### src/rtl/prio_enc_mux_pipe.sv
// Priority encoder built as a log2(N)-level 2:1 mux tree, registered behind a valid/ready handshake.
// Optional multi-hot detection on out_err is enabled by defining PRIO_ENC_ONEHOT_CHK_EN.
module prio_enc_mux_pipe #(
    parameter int N  = 8,
    parameter int W  = $clog2(N),
    parameter int CW = 16
) (
    input  logic          clk,
    input  logic          rst_n,
    input  logic          in_valid,
    output logic          in_ready,
    input  logic [N-1:0]  in_data,
    input  logic          msb_first,
    output logic          out_valid,
    input  logic          out_ready,
    output logic [W-1:0]  out_code,
    output logic          out_any,
    output logic          out_err,
    output logic [CW-1:0] hit_cnt
);

    // Level 0 holds the raw request bits; level W, node 0 holds the final result.
    logic [N-1:0] any_t  [W+1];
    logic [W-1:0] code_t [W+1][N];
    logic [W-1:0] enc_code_s;
    logic         enc_any_s;
    logic         accept_s;

    logic          out_valid_q, out_valid_d;
    logic [W-1:0]  out_code_q,  out_code_d;
    logic          out_any_q,   out_any_d;
    logic [CW-1:0] hit_cnt_q,   hit_cnt_d;

    // Mux-tree core: each node picks the preferred half if that half has any bit set.
    always_comb begin
        for (int l = 0; l <= W; l++) begin
            any_t[l] = '0;
            for (int j = 0; j < N; j++) begin
                code_t[l][j] = '0;
            end
        end
        any_t[0] = in_data;
        for (int l = 1; l <= W; l++) begin
            for (int j = 0; j < N / 2; j++) begin
                if (j < (N >> l)) begin
                    logic lo_any;
                    logic hi_any;
                    logic sel_hi;
                    lo_any = any_t[l-1][2*j];
                    hi_any = any_t[l-1][2*j+1];
                    // LSB-first still falls to the upper half when the lower half is empty.
                    sel_hi = msb_first ? hi_any : (!lo_any && hi_any);
                    any_t[l][j]  = lo_any || hi_any;
                    code_t[l][j] = sel_hi ? code_t[l-1][2*j+1] : code_t[l-1][2*j];
                    code_t[l][j][l-1] = sel_hi;
                end else begin
                    any_t[l][j]  = 1'b0;
                    code_t[l][j] = '0;
                end
            end
        end
        enc_code_s = code_t[W][0];
        enc_any_s  = any_t[W][0];
    end

    assign in_ready  = !out_valid_q || out_ready;
    assign accept_s  = in_valid && in_ready;
    assign out_valid = out_valid_q;
    assign out_code  = out_code_q;
    assign out_any   = out_any_q;
    assign hit_cnt   = hit_cnt_q;

    // Next-state for the output register and the saturating hit counter.
    always_comb begin
        out_valid_d = out_valid_q;
        out_code_d  = out_code_q;
        out_any_d   = out_any_q;
        hit_cnt_d   = hit_cnt_q;
        if (accept_s) begin
            out_valid_d = 1'b1;
            out_code_d  = enc_code_s;
            out_any_d   = enc_any_s;
        end else if (out_ready) begin
            out_valid_d = 1'b0;
        end else begin
            out_valid_d = out_valid_q;
        end
        if (accept_s && enc_any_s && (hit_cnt_q != {CW{1'b1}})) begin
            hit_cnt_d = hit_cnt_q + {{(CW-1){1'b0}}, 1'b1};
        end else begin
            hit_cnt_d = hit_cnt_q;
        end
    end

    // Result register and hit counter.
    always_ff @(posedge clk or negedge rst_n) begin
        if (!rst_n) begin
            out_valid_q <= 1'b0;
            out_code_q  <= '0;
            out_any_q   <= 1'b0;
            hit_cnt_q   <= '0;
        end else begin
            out_valid_q <= out_valid_d;
            out_code_q  <= out_code_d;
            out_any_q   <= out_any_d;
            hit_cnt_q   <= hit_cnt_d;
        end
    end

`ifdef PRIO_ENC_ONEHOT_CHK_EN
    logic out_err_q, out_err_d;

    function automatic logic multi_hot(input logic [N-1:0] v);
        return |(v & (v - {{(N-1){1'b0}}, 1'b1}));
    endfunction

    // Error flag loads with the result and otherwise holds.
    always_comb begin
        out_err_d = out_err_q;
        if (accept_s) begin
            out_err_d = multi_hot(in_data);
        end else begin
            out_err_d = out_err_q;
        end
    end

    // Error flag register.
    always_ff @(posedge clk or negedge rst_n) begin
        if (!rst_n) begin
            out_err_q <= 1'b0;
        end else begin
            out_err_q <= out_err_d;
        end
    end

    assign out_err = out_err_q;
`else
    assign out_err = 1'b0;
`endif

endmodule
### config.mk
export PLATFORM = sky130hd
export DESIGN_NAME = prio_enc_mux_pipe
export DESIGN_NICKNAME = d
export VERILOG_FILES = /design/src/rtl/prio_enc_mux_pipe.sv
export SDC_FILE = /design/constraint.sdc
export NUM_CORES = 1
export LEC_CHECK = 0
export BUFFER_PORTS_ARGS = -buffer_cell sky130_fd_sc_hd__buf_4
export CORE_UTILIZATION = 25
export DETAILED_ROUTE_END_ITERATION = 16
export PLACE_DENSITY = 0.5
export SLEW_MARGIN = 20
export SYNTH_ARGS = -nofsm -noshare
export SYNTH_HDL_FRONTEND = slang
export SYNTH_SLANG_ARGS = --single-unit
### constraint.sdc
create_clock -name clk -period 3.21 [get_ports clk]
set_clock_uncertainty 0.05 [all_clocks]
set_input_delay 0.1605 -clock clk [delete_from_list [all_inputs] [get_ports clk]]
set_output_delay 0.1605 -clock clk [all_outputs]
set_load 0.02 [all_outputs]
==> impl_metrics.json <==
{
  "status": "finished clean",
  "synthTopCellsByCount": "dfrtp_1, nand2_1, nand3_1",
  "wirelength_um": 2820,
  "ys_types": 43,
  "hpwl_um": 2200,
  "syn_nets": 137,
  "layout.cells.non_filler": 224,
  "rsz0062_at_grt": "false",
  "avgViaCountPerCell": 4.70,
  "synth_top_cells_by_area": "dfrtp_1, xor2_1, nand3_1, nand2_1, mux2_2",
  "cap_violations": 0,
  "die_h_um": 72.7,
  "vias": 1052,
  "track_usage": 0.111,
  "grt_max_degree": 22,
  "finalNetCount": 172,
  "slew_violations": 0,
  "first_global_vias": 1007,
  "synth.most_common_cell": "dfrtp_1",
  "avgSynthCellArea_um2": 10.2,
  "rows": 25,
  "path_clk_slew_ns": 0.08,
  "max_freq_mhz": 536,
  "setup_ws_ns": 1.34,
  "routabilityCongestion": 0.799,
  "worstPathMaxFanout": 6,
  "cp.required_ns": 3.30,
  "cpPeakStageDelay_ns": 0.51,
  "cts_htree_levels": 1,
  "drt_iter0_markers": 97,
  "antenna_left": 0,
  "numCtsBuffers": 3,
  "critPathCaptureType": "register",
  "hold_ws_ns": 0.113,
  "start_util": 0.263,
  "antenna_found_initial": 0,
  "syn2layout_area_growth_pct": 28.4,
  "drtPass1Iterations": 4,
  "grt_pass1_wl_um": 4580,
  "p_total_mw": 0.974,
  "pre_cts_ws_ns": 1.27,
  "fin_area_um2": 1600,
  "core-area_um2": 4750,
  "drive_above_1_share": 0.325,
  "antenna_cells": 0,
  "p_leak_nw": 0.687,
  "wl_per_cell_um": 12.6,
  "pwr_density_cell_nw_per_um2": 608,
  "placed_cell_area_um2": 1550,
  "clock_path_buffers": 2,
  "fp.dieArea_um2": 5280,
  "clock_sinks": 21,
  "ys_async_sr_fraction": 1.00,
  "netlist_area_um2": 1250,
  "num_io_pins": 36,
  "yosysSeqAreaShare": 0.421,
  "drc": 0,
  "setup_violations": 0,
  "hold_class": "input port to register",
  "crit_path_top_delay_cell": "dfrtp_1",
  "worstSkewPairLatency_ns": 0.25,
  "fin_crit_sh": 0.582,
  "yosys.area.top_type_share": 0.421,
  "cts_setup_buffers": 0,
  "globalRoute.totalOverflow": 0,
  "path_class": "register to register",
  "critical_path.startpoint_type": "register",
  "yosys.area.top_type": "dfrtp_1",
  "irDropWorstVdd_mv": 0.252,
  "path_cells": "ha_1, nand3_1, nor3_1, mux2_2",
  "ys_seq_elements": 21,
  "hold_violations": 0,
  "final.min_clock_period_ns": 1.87,
  "die_w_um": 72.7,
  "fin_util": 0.337,
  "yosys_warnings": 0,
  "cts_root_buffer": "clkbuf_8",
  "synth-edff-count": 0,
  "tns_ns": 0,
  "synthFlopType": "dfrtp_1",
  "port_buffers": 34,
  "cts_tree": "yes",
  "syn_inst": 123,
  "arrival_ns": 1.96,
  "dp_cells": 219
}
==> routing by layer <==
metal / track usage / part of all wire
met5: 0 / 0
met1: 0.150 / 0.46
met3: 0.0249 / 0.059
met4: 0.0436 / 0.011
met2: 0.173 / 0.47
==> what timing repair did <==
| item | CTS | global route |
|---|---|---|
| hold buffers | 1 | 0 |
| resized for setup | 0 | 0 |
| hold endpoints to repair | 21 | 0 |
==> power by group <==
| group | internal [mW] | leakage (nW) | switching (mW) |
|---|---|---|---|
| Sequential | 0.331 | 0.250 | 0.105 |
| Clock | 0.0882 | 0.0228 | 0.0842 |
| Combinational | 0.164 | 0.414 | 0.201 |
| Total | 0.584 | 0.687 | 0.390 |
==> path summary, 6_finish.rpt <==
check                                start          end  slack [ns]  depth (start not counted)
worst max-delay path            hit_cnt[0]  hit_cnt[12]        1.34                          4
worst min-delay path              in_valid  out_code[0]        0.11                          2
worst max register to register  hit_cnt[0]  hit_cnt[12]        1.34                          4
worst min register to register  hit_cnt[9]   hit_cnt[9]        0.46                          1
max in group asynchronous            rst_n  hit_cnt[11]        2.61                          2
min in group asynchronous            rst_n   hit_cnt[2]        0.28                          2
==> registers in the layout, indices dropped and copies added, names as in the netlist <==
| signal | count |
|---|---|
| hit_cnt | 16 |
| out_code | 3 |
| out_valid | 1 |
| out_any | 1 |
==> cell usage in the layout, fill, tap and decap left out, drive strengths merged <==
| cell | n |
|---|---|
| a2111oi | 3 |
| a211oi | 4 |
| a21o | 1 |
| a21oi | 5 |
| a41oi | 1 |
| and3 | 3 |
| and4 | 1 |
| buf | 34 |
| clkbuf | 4 |
| conb | 1 |
| dfrtp | 21 |
| dlygate4sd3 | 1 |
| ha | 1 |
| inv | 4 |
| mux2 | 5 |
| mux2i | 1 |
| nand2 | 13 |
| nand2b | 4 |
| nand3 | 11 |
| nand3b | 1 |
| nand4 | 1 |
| nor2 | 3 |
| nor3 | 5 |
| nor4 | 3 |
| o2111ai | 2 |
| o211a | 1 |
| o211ai | 2 |
| o21a | 1 |
| o21ai | 5 |
| o22ai | 1 |
| o32ai | 1 |
| or2 | 1 |
| or3 | 2 |
| or4 | 2 |
| xnor2 | 1 |
| xor2 | 7 |
==> worst max-delay path, delay by kind of cell, from the launching register on <==
family / cells / cell delay (ns)
muxes: 1 / 0.36
DFF: 1 / 0.51
and+or+nand+nor: 2 / 0.53
adders and majority gates: 1 / 0.31
==> final cells by class <==
cell class                      instances  area, um^2
Fill cell                             521        3150
Multi-Input combinational cell         93         668
Sequential cell                        21         526
Timing Repair Buffer                   35         265
Tap cell                               67        83.8
Clock buffer                            4        45.0
Inverter                                4        15.0
==> logic make-up (layout without fill, tap and decap cells) <==
logic type	after synthesis	after routing	synth area share
AOI/OAI and AO/OA	27	27	0.168
xor gates and xnor gates	8	8	0.0561
adders and majority gates	1	1	0.0100
buffers and inverters	9	43	0.0441
DFF	21	21	0.421
muxes	6	6	0.0531
other	1	1	0.00300
and+or+nand+nor	50	50	0.244
Note: power is estimated with default switching activity, not from simulation.
